--- src/rtl/chanlink_frame_packer.sv ---
// chanlink_frame_packer: drains the FIFO-ring read stream (dout/dvalid/last_wrd) into link frames
// of SOF, data words, optional CRC and EOF, with K-char idle fill between and inside frames.
// Optional feature macro: CHANLINK_FRAME_CRC_EN adds a CRC-16-CCITT word ahead of EOF.
// All outputs are registered; state_q names the content currently presented on txd.
module chanlink_frame_packer #(
  parameter int unsigned FIFO_DEPTH = 8,
  parameter int unsigned MAX_WORDS  = 1024
) (
  input  logic        rclk,
  input  logic        rst,
  input  logic        dvalid,
  input  logic [15:0] dout,
  input  logic        last_wrd,
  output logic [15:0] txd,
  output logic [1:0]  txk,
  output logic        frm_active,
  output logic [11:0] wrd_cnt,
  output logic        ovfl,
  output logic        trunc
);

  localparam int unsigned PtrW = $clog2(FIFO_DEPTH);
  localparam int unsigned OccW = PtrW + 1;
  localparam logic [15:0] IdleCode = 16'h50BC;
  localparam logic [15:0] SofCode  = 16'h55FB;
  localparam logic [15:0] EofCode  = 16'h55FD;
  localparam logic [15:0] MaxWords = 16'(MAX_WORDS);
  localparam logic [OccW-1:0] OccFull = OccW'(FIFO_DEPTH);
  localparam logic [PtrW-1:0] PtrOne  = PtrW'(1);

  typedef enum logic [2:0] {
    StIdle,
    StSof,
    StData,
`ifdef CHANLINK_FRAME_CRC_EN
    StCrc,
`endif
    StEof,
    StGap
  } state_e;

  // Elastic buffer: {last, data}
  logic [16:0]     mem [FIFO_DEPTH];
  logic [PtrW-1:0] wr_ptr_q, rd_ptr_q;
  logic [OccW-1:0] occ_q;
  logic            empty, full, push, pop, drop;
  logic            fsm_pop, disc_pop;
  logic [16:0]     rd_word;

  state_e      state_q, state_d;
  logic [15:0] cnt_q, cnt_d;
  logic        done_q, done_d;   // frame body finished (last seen or truncated)
  logic        disc_q, disc_d;   // discarding the tail of a truncated event
  logic [15:0] txd_q, txd_d;
  logic [1:0]  txk_q, txk_d;
  logic        frm_q, frm_d;
  logic [11:0] wrd_q, wrd_d;
  logic        ovfl_q, trunc_q, trunc_d;
`ifdef CHANLINK_FRAME_CRC_EN
  logic [15:0] crc_q, crc_d;

  function automatic logic [15:0] crc16_step(input logic [15:0] crc, input logic [15:0] data);
    logic [15:0] c;
    c = crc;
    for (int i = 15; i >= 0; i--) begin
      if (c[15] ^ data[i]) c = {c[14:0], 1'b0} ^ 16'h1021;
      else                 c = {c[14:0], 1'b0};
    end
    return c;
  endfunction
`endif

  assign empty   = (occ_q == '0);
  assign full    = (occ_q == OccFull);
  assign pop     = fsm_pop | disc_pop;
  // A full buffer that is popped this cycle still accepts the new word
  assign push    = dvalid & (~full | pop);
  assign drop    = dvalid & full & ~pop;
  assign rd_word = mem[rd_ptr_q];

  // Buffer storage; a dropped last word moves its flag onto the newest stored word
  always_ff @(posedge rclk) begin
    if (!rst) begin
      if (push)                  mem[wr_ptr_q] <= {last_wrd, dout};
      else if (drop && last_wrd) mem[wr_ptr_q - PtrOne][16] <= 1'b1;
    end
  end

  // Buffer pointers, occupancy and sticky overflow flag
  always_ff @(posedge rclk) begin
    if (rst) begin
      wr_ptr_q <= '0;
      rd_ptr_q <= '0;
      occ_q    <= '0;
      ovfl_q   <= 1'b0;
    end else begin
      if (push) wr_ptr_q <= wr_ptr_q + PtrOne;
      if (pop)  rd_ptr_q <= rd_ptr_q + PtrOne;
      if (push && !pop)      occ_q <= occ_q + OccW'(1);
      else if (!push && pop) occ_q <= occ_q - OccW'(1);
      if (drop) ovfl_q <= 1'b1;
    end
  end

  // Next state, next output word and buffer pops
  always_comb begin
    state_d  = state_q;
    cnt_d    = cnt_q;
    done_d   = done_q;
    disc_d   = disc_q;
    trunc_d  = trunc_q;
    wrd_d    = wrd_q;
    txd_d    = IdleCode;
    txk_d    = 2'b01;
    fsm_pop  = 1'b0;
    disc_pop = 1'b0;
`ifdef CHANLINK_FRAME_CRC_EN
    crc_d    = crc_q;
`endif
    if (disc_q && !empty) begin
      disc_pop = 1'b1;
      if (rd_word[16]) disc_d = 1'b0;
    end
    unique case (state_q)
      StIdle, StGap: begin
        if (!empty && !disc_q) begin
          state_d = StSof;
          txd_d   = SofCode;
          cnt_d   = '0;
          done_d  = 1'b0;
`ifdef CHANLINK_FRAME_CRC_EN
          crc_d   = 16'hFFFF;
`endif
        end else begin
          state_d = StIdle;
        end
      end
      StSof, StData: begin
        if (done_q) begin
`ifdef CHANLINK_FRAME_CRC_EN
          state_d = StCrc;
          txd_d   = crc_q;
          txk_d   = 2'b00;
`else
          state_d = StEof;
          txd_d   = EofCode;
          wrd_d   = (cnt_q > 16'h0FFF) ? 12'hFFF : cnt_q[11:0];
`endif
        end else begin
          state_d = StData;
          if (!empty) begin
            fsm_pop = 1'b1;
            txd_d   = rd_word[15:0];
            txk_d   = 2'b00;
            cnt_d   = cnt_q + 16'd1;
`ifdef CHANLINK_FRAME_CRC_EN
            crc_d   = crc16_step(crc_q, rd_word[15:0]);
`endif
            if (rd_word[16]) begin
              done_d = 1'b1;
            end else if (cnt_d == MaxWords) begin
              done_d  = 1'b1;
              trunc_d = 1'b1;
              disc_d  = 1'b1;
            end
          end
        end
      end
`ifdef CHANLINK_FRAME_CRC_EN
      StCrc: begin
        state_d = StEof;
        txd_d   = EofCode;
        wrd_d   = (cnt_q > 16'h0FFF) ? 12'hFFF : cnt_q[11:0];
      end
`endif
      StEof: state_d = StGap;
      default: state_d = StIdle;
    endcase
    frm_d = !(state_d == StIdle || state_d == StGap);
  end

  // FSM and registered link outputs
  always_ff @(posedge rclk) begin
    if (rst) begin
      state_q <= StIdle;
      cnt_q   <= '0;
      done_q  <= 1'b0;
      disc_q  <= 1'b0;
      trunc_q <= 1'b0;
      wrd_q   <= '0;
      txd_q   <= IdleCode;
      txk_q   <= 2'b01;
      frm_q   <= 1'b0;
`ifdef CHANLINK_FRAME_CRC_EN
      crc_q   <= 16'hFFFF;
`endif
    end else begin
      state_q <= state_d;
      cnt_q   <= cnt_d;
      done_q  <= done_d;
      disc_q  <= disc_d;
      trunc_q <= trunc_d;
      wrd_q   <= wrd_d;
      txd_q   <= txd_d;
      txk_q   <= txk_d;
      frm_q   <= frm_d;
`ifdef CHANLINK_FRAME_CRC_EN
      crc_q   <= crc_d;
`endif
    end
  end

  assign txd        = txd_q;
  assign txk        = txk_q;
  assign frm_active = frm_q;
  assign wrd_cnt    = wrd_q;
  assign ovfl       = ovfl_q;
  assign trunc      = trunc_q;

endmodule

--- config.mk ---
export PLATFORM = sky130hd
export DESIGN_NAME = chanlink_frame_packer
export DESIGN_NICKNAME = d
export VERILOG_FILES = /design/src/rtl/chanlink_frame_packer.sv
export SDC_FILE = /design/constraint.sdc
export NUM_CORES = 1
export LEC_CHECK = 0
export CAP_MARGIN = 20
export CORE_MARGIN = 3
export CORE_UTILIZATION = 60
export DETAILED_ROUTE_END_ITERATION = 10
export GPL_ROUTABILITY_DRIVEN = 0
export GPL_TIMING_DRIVEN = 1
export HOLD_SLACK_MARGIN = 0.08
export PLACE_DENSITY = 0.79
export SYNTH_ARGS = -nofsm -noshare
export SYNTH_HDL_FRONTEND = slang
export SYNTH_SLANG_ARGS = --single-unit
--- constraint.sdc ---
create_clock -name rclk -period 5.5 [get_ports rclk]
set_input_delay 1.375 -clock rclk [delete_from_list [all_inputs] [get_ports rclk]]
set_output_delay 1.375 -clock rclk [all_outputs]
set_load 0.05 [all_outputs]
==> impl_metrics.tcl, run 1 <==
set metrics [dict create \
    outcome "completed" \
    dieArea_sq_um 15260 \
    avgRoutedWirePerCell_microns 19.85 \
    synth.cell_area_sq_um 8289 \
    cts_sinks 202 \
    min_path_type "reg -> reg" \
    mostFrequentLayoutCell "edfxtp_1" \
    clockBufferDepth 3 \
    n_antenna_cell 0 \
    drive_above_1_share_pct 14.74 \
    ios 53 \
    startpoint_type "flop" \
    slew_headroom_pct 34.32 \
    ys.flop_type "edfxtp_1" \
    routed_via_density 6.026 \
    root_buffer "clkbuf_16" \
    crit_path_end_kind "flop" \
    r2r_start "occ_q[0]" \
    maxCapViolCount 0 \
    synth-edff-count 136 \
    core.rowCount 42 \
    power_density_nw_per_um2 454.2 \
    antenna_found_initial 0 \
    htree_levels 1 \
    synth_nets 624 \
    grt_first_pass_wirelength_microns 26210 \
    arrival_ns 4.21 \
    ff_latch_area_sq_um 5406 \
    hold_buffers 0 \
    cts_tree "built" \
    hpwlAfterDp_microns 10610 \
    yosysSeqAreaShare_pct 65.21 \
    grt.overflow.total 0 \
    ys_ff_latch 202 \
    final.fill_count 851 \
    area_growth_pct 15.67 \
    synthArstFlopShare_pct 0 \
    ant_nets 0 \
    ys_warn_count 0 \
    maxSlewViolCount 0 \
    multiInputGateArea_sq_um 2659 \
    finalSetupTns_ns 0 \
    cp_max_fo 23 \
    worstHoldStart "trunc" \
    post-cts-setup-buffers 0 \
    syn_avg_cell_area_sq_um 13.93 \
    clkLatencyLatePin_ns 0.49 \
    period_minus_slack_ns 3.806 \
    worst_pin_slew_ns 0.9762 \
    wl_microns 16550 \
    hold_viol 0 \
    grt_pass1_vias 4801 \
    peakVddDrop_mv 0.2970 \
    critical_path_class "reg -> reg" \
    grt_use_total_pct 22.49 \
    fin_cells 834 \
    vias 5026 \
    min_period_over_period_pct 69.20 \
    worstPathRequired_ns 5.91 \
    leakagePower_nw 3.180 \
    die_w_microns 123.5 \
    layout_common_cells "edfxtp_1, nor2_1, dfxtp_1" \
    dp.cells 796 \
    clkTransAtPathRegs_ns 0.05 \
    cts_buffers 21 \
    finalSetupViolCount 0 \
    cts_resized 0 \
    first_pass_iters 5 \
    grt_max_degree 54 \
    drcViolationCount 0 \
    clock_skew_ns 0.01198 \
    start_util_pct 61.86 \
    crit_path_start "occ_q[0]" \
    core_sq_um 13400 \
    rsz0062_at_grt "false" \
    drt_iter0_markers 622 \
    portBuffers 51 \
    fmax_mhz 262.7 \
    yosysUniqueCellTypes 60 \
    synth_cells 595 \
    nets 672 \
    die_y_microns 123.5 \
]
[stage by stage]
stage | power, mW | area [sq um] | worst slack [ns] | hold WS (ns) | utilization (%)
2_1_floorplan | 2.728 | 8289 | 2.234 | 0.4589 | -
3_3_place_gp | 2.995 | 8919 | 1.473 | 0.4348 | 66.55
3_5_place_dp | 3.027 | 8919 | 1.364 | 0.4486 | 66.55
4_1_cts | 4.379 | 9588 | 1.738 | 0.4749 | 71.55
5_1_grt | 4.551 | 9588 | 1.352 | 0.5051 | 71.55
6_report | 4.355 | 9588 | 1.694 | 0.4760 | 71.55
[final timing paths]
check	endpoint	slack [ns]	cells after the start
max reg2reg	occ_q[3]	1.69	11
max	occ_q[3]	1.69	11
min reg2reg	trunc	0.48	2
min	trunc	0.48	2
[report_power, final]
group / internal, mW / switching [mW]
clock: 0.808 / 0.541
sequential: 1.75 / 0.0883
combinational: 0.456 / 0.716
[worst max-delay path: stages, from the launching register on]
cell and delay (ns):
dfxtp_1 0.37, nor4_1 0.85, or4_1 0.71, o21a_1 0.34, ha_1 0.22, inv_1 0.09, ha_1 0.28, a21o_1 0.17
a21oi_1 0.17, xnor2_1 0.09, or3_1 0.30, a21oi_1 0.14
[area by class of cell]
class / count / share of cell area, %
Inverter: 8 / 0.3132
Multi-Input combinational cell: 346 / 27.73
Clock buffer: 31 / 6.290
Clock inverter: 7 / 0.6916
Timing Repair Buffer: 64 / 6.290
Tap cell: 176 / 2.297
Sequential cell: 202 / 56.39
[per-layer routing]
metal  global-route usage [%]  vias up  share of wire, %  routed length (microns)
met5                        0        -                 0                        0
met4                    4.844        0               1.4                      233
met3                    4.163       22               8.1                     1342
met2                    35.61      191                49                     8060
met1                    33.07     2483                42                     6917
li1                         -     2330                 -                        -
[registers in the layout, indices dropped and copies added (netlist names), named ones only]
| name | flops |
|---|---|
| mem | 136 |
| cnt_q | 16 |
| txd | 16 |
| wrd_cnt | 12 |
| occ_q | 4 |
| rd_ptr_q | 3 |
| state_q | 3 |
| wr_ptr_q | 3 |
| disc_q | 1 |
| done_q | 1 |
| frm_active | 1 |
| ovfl | 1 |
| trunc | 1 |
| txk | 1 |
[cells by family (layout without fill, tap and decap cells)]
logic type,Yosys count,in the layout,share of synthesized area (%)
DFF,202,202,65.21
other,1,1,0.04524
and+or+nand+nor,196,196,11.94
xor gates and xnor gates,10,10,1.057
AOI/OAI and AO/OA,75,75,5.676
muxes,54,54,11.79
adders and majority gates,10,10,1.570
buffers and inverters,47,110,2.717
[cells in the mapped netlist, drive strengths merged (2+ instances only)]
cell type | n | area (sq um)
nand3 | 12 | 65.06
o21ai | 13 | 65.06
or3 | 3 | 20.02
dfxtp | 66 | 1321
nor3 | 25 | 125.1
nand2b | 3 | 18.77
clkbuf | 21 | 78.83
ha | 8 | 100.1
a2111oi | 2 | 17.52
and4 | 2 | 18.77
a41oi | 2 | 17.52
nand3b | 4 | 30.03
a31oi | 9 | 56.30
a21oi | 29 | 145.1
edfxtp | 136 | 4084
or4 | 5 | 41.29
xnor2 | 6 | 52.55
buf | 17 | 107.6
nand4 | 4 | 40.04
nand2 | 21 | 78.83
nor4 | 4 | 40.04
o21a | 4 | 30.03
o311ai | 3 | 26.28
inv | 8 | 30.03
mux2 | 6 | 71.31
mux4 | 34 | 765.7
o311a | 2 | 21.27
nor2 | 82 | 307.8
a211oi | 5 | 37.54
and2 | 20 | 125.1
mux2i | 14 | 140.1
xor2 | 4 | 35.03
nor2b | 5 | 31.28
No activity file was read; power rests on OpenSTA's default activity.
==> inputs of run 2 (changes only) <==
Settings changed: CORE_UTILIZATION 60 to 53, PLACE_DENSITY 0.79 to 0.73.
Clock period 5.5 ns to 3.4 ns, I/O delays scaled along.
==> impl_metrics.tcl, run 2 (synthesis results as in run 1) <==
set metrics [dict create \
    ios 53 \
    critical_path_class "reg -> reg" \
    drive_above_1_share_pct 15.84 \
    portBuffers 51 \
    avgRoutedWirePerCell_microns 19.00 \
    slew_headroom_pct 46.85 \
    clock_skew_ns 0.007299 \
    layout_common_cells "edfxtp_1, nor2_1, dfxtp_1" \
    antenna_found_initial 1 \
    clkTransAtPathRegs_ns 0.06 \
    p_switching_mw 2.197 \
    post-cts-setup-buffers 0 \
    cp_slowest_cell "o311ai_0" \
    switching_share_pct 30.72 \
    nets 677 \
    arrival_ns 3.45 \
    largest_reg_flops 136 \
    crit_chain "xnor2_1 -> o311ai_0 -> buf_4 -> and2_1 -> ha_1 -> inv_1 -> ha_1 -> a21o_1 -> a21oi_1 -> xnor2_1 -> or3_1 -> a21oi_1" \
    drt-met1-wl_microns 7218 \
    p_seq_share_pct 41.7 \
    drt_iter0_markers 424 \
    dieArea_sq_um 17180 \
    routed.top_layer "met5" \
    worstPathRequired_ns 3.82 \
    mostFrequentLayoutCell "edfxtp_1" \
    grt_pass1_vias 4799 \
    grt_max_degree 54 \
    whs_endpoint "trunc" \
    start_util_pct 54.33 \
    hold_slack_ns 0.4544 \
    core_sq_um 15260 \
    crit_family "compound AO/OA/AOI/OAI gates" \
    critPathBufInv 2 \
    grt_use_total_pct 19.47 \
    fmax_mhz 330.0 \
    crit_path_end_kind "flop" \
    min_period_over_period_pct 89.12 \
    total_power_mw 7.151 \
    power_density_nw_per_um2 737.8 \
    maxCapViolCount 0 \
    hold_buffers 0 \
    final.fill_count 1099 \
    whs_path_depth 2 \
    worstHoldStart "trunc" \
    vias 4975 \
    cts_buffers 21 \
    grt.overflow.total 0 \
    htree_levels 1 \
    leakagePower_nw 3.204 \
    r2r_slack_ns 0.37 \
    min_path_type "reg -> reg" \
    max_stage_delay_ns 0.45 \
    period_minus_slack_ns 3.030 \
    hold_viol 0 \
    crit_path_start "state_q[0]" \
    cts_tree "built" \
    comb_power_share_pct 26.3 \
    post-route-cell-area_sq_um 9693 \
    clkLatencyLatePin_ns 0.50 \
    met3_length_microns 784 \
    clockBufferDepth 3 \
    core.rowCount 45 \
    place_area_sq_um 9000 \
    wl_microns 16600 \
    hpwlAfterDp_microns 10260 \
    ant_nets 0 \
    area_growth_pct 16.94 \
    grt_first_pass_wirelength_microns 25620 \
    die_y_microns 131.1 \
    largest_register "mem" \
    r2r_start "state_q[0]" \
    p_int_mw 4.954 \
    outcome "completed" \
    r2r-end "occ_q[3]" \
    clock_power_share_pct 32.0 \
    routed_via_density 5.692 \
    cts_sinks 202 \
    worst_pin_slew_ns 0.7872 \
    wl_met2_microns 8102 \
    die_w_microns 131.1 \
    cts_resized 0 \
    finalSetupViolCount 0 \
    maxSlewViolCount 0 \
    first_pass_iters 5 \
    rr_worst_depth 12 \
    root_buffer "clkbuf_16" \
    fin_util_pct 63.53 \
    rsz0062_at_grt "false" \
    n_antenna_cell 0 \
    startpoint_type "flop" \
    finalSetupTns_ns 0 \
    peakVddDrop_mv 0.4373 \
    cp_max_fo 5 \
    drcViolationCount 0 \
]
-- run 2: worst max-delay path by stage --
stage / endpoint / cells past startpoint / slack, ns
after floorplan: occ_q[3] / 12 / 0.56
after CTS: occ_q[3] / 12 / 0.37
after detailed placement: mem[6][13] / 7 / 0.26
after global placement: occ_q[3] / 10 / 0.37
after global routing: occ_q[3] / 12 / 0.04
final: occ_q[3] / 12 / 0.37
-- run 2: area by class of cell --
class / count / area (sq um) / share of cell area (%)
flip-flops and latches: 202 / 5406 / 55.78
inverters: 8 / 30.03 / 0.3098
repair buffers: 69 / 640.6 / 6.609
multi-input cells: 346 / 2659 / 27.43
clock inverters: 15 / 160.2 / 1.652
well taps: 211 / 264.0 / 2.724
clock buffers: 23 / 533.0 / 5.499
-- run 2: layer usage --
metal / up-vias / global-route usage (%)
met3: 47 / 3.849
met2: 121 / 32.08
met1: 2464 / 26.19
met4: 2 / 6.594
met5: - / 0
li1: 2341 / -
-- run 2: power by group through the flow --
stage	clock network, mW	registers (mW)	logic, mW
floorplan	0	3.22	1.20
global placement	0	3.03	1.83
detailed placement	0	3.04	1.87
CTS	2.33	2.99	1.89
global route	2.43	3.01	2.04
finish	2.29	2.98	1.88
-- run 2: worst register-to-register path: cells and delay by family, from the launching register on --
family                     cells  cell delay, ns
AOI/OAI and AO/OA              4            0.92
DFF                            1            0.40
adders and majority gates      2            0.50
buffers and inverters          2            0.32
and+or+nand+nor                2            0.56
xor gates and xnor gates       2            0.26
-- run 2: through the flow --
step / setup slack [ns] / std cells
after floorplan: 0.5639 / 595
after global placement: 0.3688 / 836
after detailed placement: 0.2558 / 836
after CTS: 0.3662 / 874
after global routing: 0.03832 / 874
final: 0.3698 / 874
==> inputs of run 3 (changes only) <==
Settings changed: CELL_PAD_IN_SITES_DETAIL_PLACEMENT from default to 1, CELL_PAD_IN_SITES_GLOBAL_PLACEMENT from default to 2, CORE_MARGIN 3 to default, CORE_UTILIZATION 53 to 35, PLACE_DENSITY 0.73 to 0.68.
==> impl_metrics.tcl, run 3 (synthesis results as in run 1) <==
set metrics [dict create \
    outcome "completed" \
    rr_worst_depth 12 \
    clockBufferDepth 3 \
    mostFrequentLayoutCell "edfxtp_1" \
    post-cts-setup-buffers 0 \
    nets 682 \
    first_pass_iters 4 \
    drcViolationCount 0 \
    core.rowCount 55 \
    dp.cells 940 \
    hold_viol 0 \
    slew_headroom_pct 41.41 \
    finalSetupViolCount 0 \
    rsz0062_at_grt "false" \
    power_density_nw_per_um2 746.8 \
    finalSetupTns_ns 0 \
    root_buffer "clkbuf_16" \
    ant_nets 0 \
    hold_buffers 0 \
    grt.overflow.total 0 \
    crit_path_start "state_q[1]" \
    r2r_start "state_q[1]" \
    cts_resized 0 \
    die_y_microns 155.9 \
    layout_common_cells "edfxtp_1, nor2_1, dfxtp_1" \
    drt_iter0_markers 238 \
    cts_sinks 202 \
    n_antenna_cell 0 \
    startpoint_type "flop" \
    fin_cells 984 \
    grt_use_total_pct 15.75 \
    maxSlewViolCount 0 \
    clock_skew_ns 0.01947 \
    htree_levels 1 \
    leakagePower_nw 3.260 \
    dieArea_sq_um 24300 \
    drive_above_1_share_pct 15.95 \
    die_w_microns 155.9 \
    routed_via_density 5.039 \
    wl_microns 18470 \
    clkTransAtPathRegs_ns 0.05 \
    min_path_type "reg -> reg" \
    cp_max_fo 5 \
    largest_register "mem" \
    arrival_ns 3.47 \
    avgRoutedWirePerCell_microns 18.77 \
    portBuffers 51 \
    p_seq_share_pct 40.3 \
    p_int_mw 5.111 \
    worstPathRequired_ns 3.84 \
    clkLatencyLatePin_ns 0.52 \
    antenna_found_initial 0 \
    min_period_over_period_pct 89.16 \
    ios 53 \
    peakVddDrop_mv 0.3272 \
    period_minus_slack_ns 3.031 \
    largest_reg_flops 136 \
    vias 4958 \
    core_sq_um 22920 \
    grt_max_degree 54 \
    fmax_mhz 329.9 \
    comb_power_share_pct 26.3 \
    cts_buffers 24 \
    start_util_pct 36.17 \
    clock_power_share_pct 33.4 \
    p_switching_mw 2.298 \
    grt_pass1_vias 5374 \
    switching_share_pct 31.02 \
    hpwlAfterDp_microns 11830 \
    crit_path_end_kind "flop" \
    worst_pin_slew_ns 0.8679 \
    area_growth_pct 19.70 \
    maxCapViolCount 0 \
    worstHoldStart "trunc" \
    grt_first_pass_wirelength_microns 29280 \
    cts_tree "built" \
    whs_path_depth 2 \
    critical_path_class "reg -> reg" \
]
[run 3: changes by cell type in the layout (fill, tap and decap cells not counted), sizes merged]
cell      previous run  this run
buf                 19        21
bufinv               3         1
clkbuf              23        39
clkinv               7         3
clkinvlp             4         1
inv                  9         8
[run 3: worst paths after layout]
check,slack (ns),to
max,0.37,occ_q[3]
min,0.46,trunc
max reg2reg,0.37,occ_q[3]
min reg2reg,0.46,trunc
[run 3: through the flow]
step	power (mW)	area, sq um	hold WS [ns]	setup slack [ns]	util (%)
after detailed placement	5.029	9143	0.4617	0.1503	39.90
after floorplan	4.414	8289	0.4589	0.5639	-
after CTS	7.536	9922	0.4695	0.3066	43.30
after global routing	7.795	9922	0.4960	0.1124	43.30
after global placement	4.967	9143	0.4542	0.3257	39.90
final	7.410	9922	0.4612	0.3686	43.30
[run 3: layout make-up]
type	instances	area (sq um)
Fill cell	2348	12990
Clock inverter	5	62.56
Multi-Input combinational cell	346	2659
Inverter	8	30.03
Clock buffer	39	716.9
Timing Repair Buffer	71	655.6
Tap cell	313	391.6
Sequential cell	202	5406
[run 3: power by group through the flow]
stage | clock network [mW] | logic (mW) | registers [mW]
floorplan | 0 | 1.20 | 3.22
finish | 2.48 | 1.95 | 2.98
global route | 2.63 | 2.14 | 3.02
detailed placement | 0 | 1.98 | 3.04
global placement | 0 | 1.94 | 3.03
CTS | 2.55 | 1.99 | 2.99
[run 3: layer usage]
metal	wire length [microns]	GRT usage (%)	share of wire [%]
met5	0	0	0
met4	325	4.809	1.8
met3	786	2.694	4.3
met2	8888	26.51	48
met1	8469	20.74	46
[run 3: worst max-delay path, stage by stage (launching register included)]
cell and delay (ns):
dfxtp_1 0.41, xnor2_1 0.15, o311ai_0 0.40, buf_4 0.22, and2_1 0.23, ha_1 0.24, inv_1 0.10, ha_1 0.28
a21o_1 0.18, a21oi_1 0.19, xnor2_1 0.11, or3_1 0.32, a21oi_1 0.14
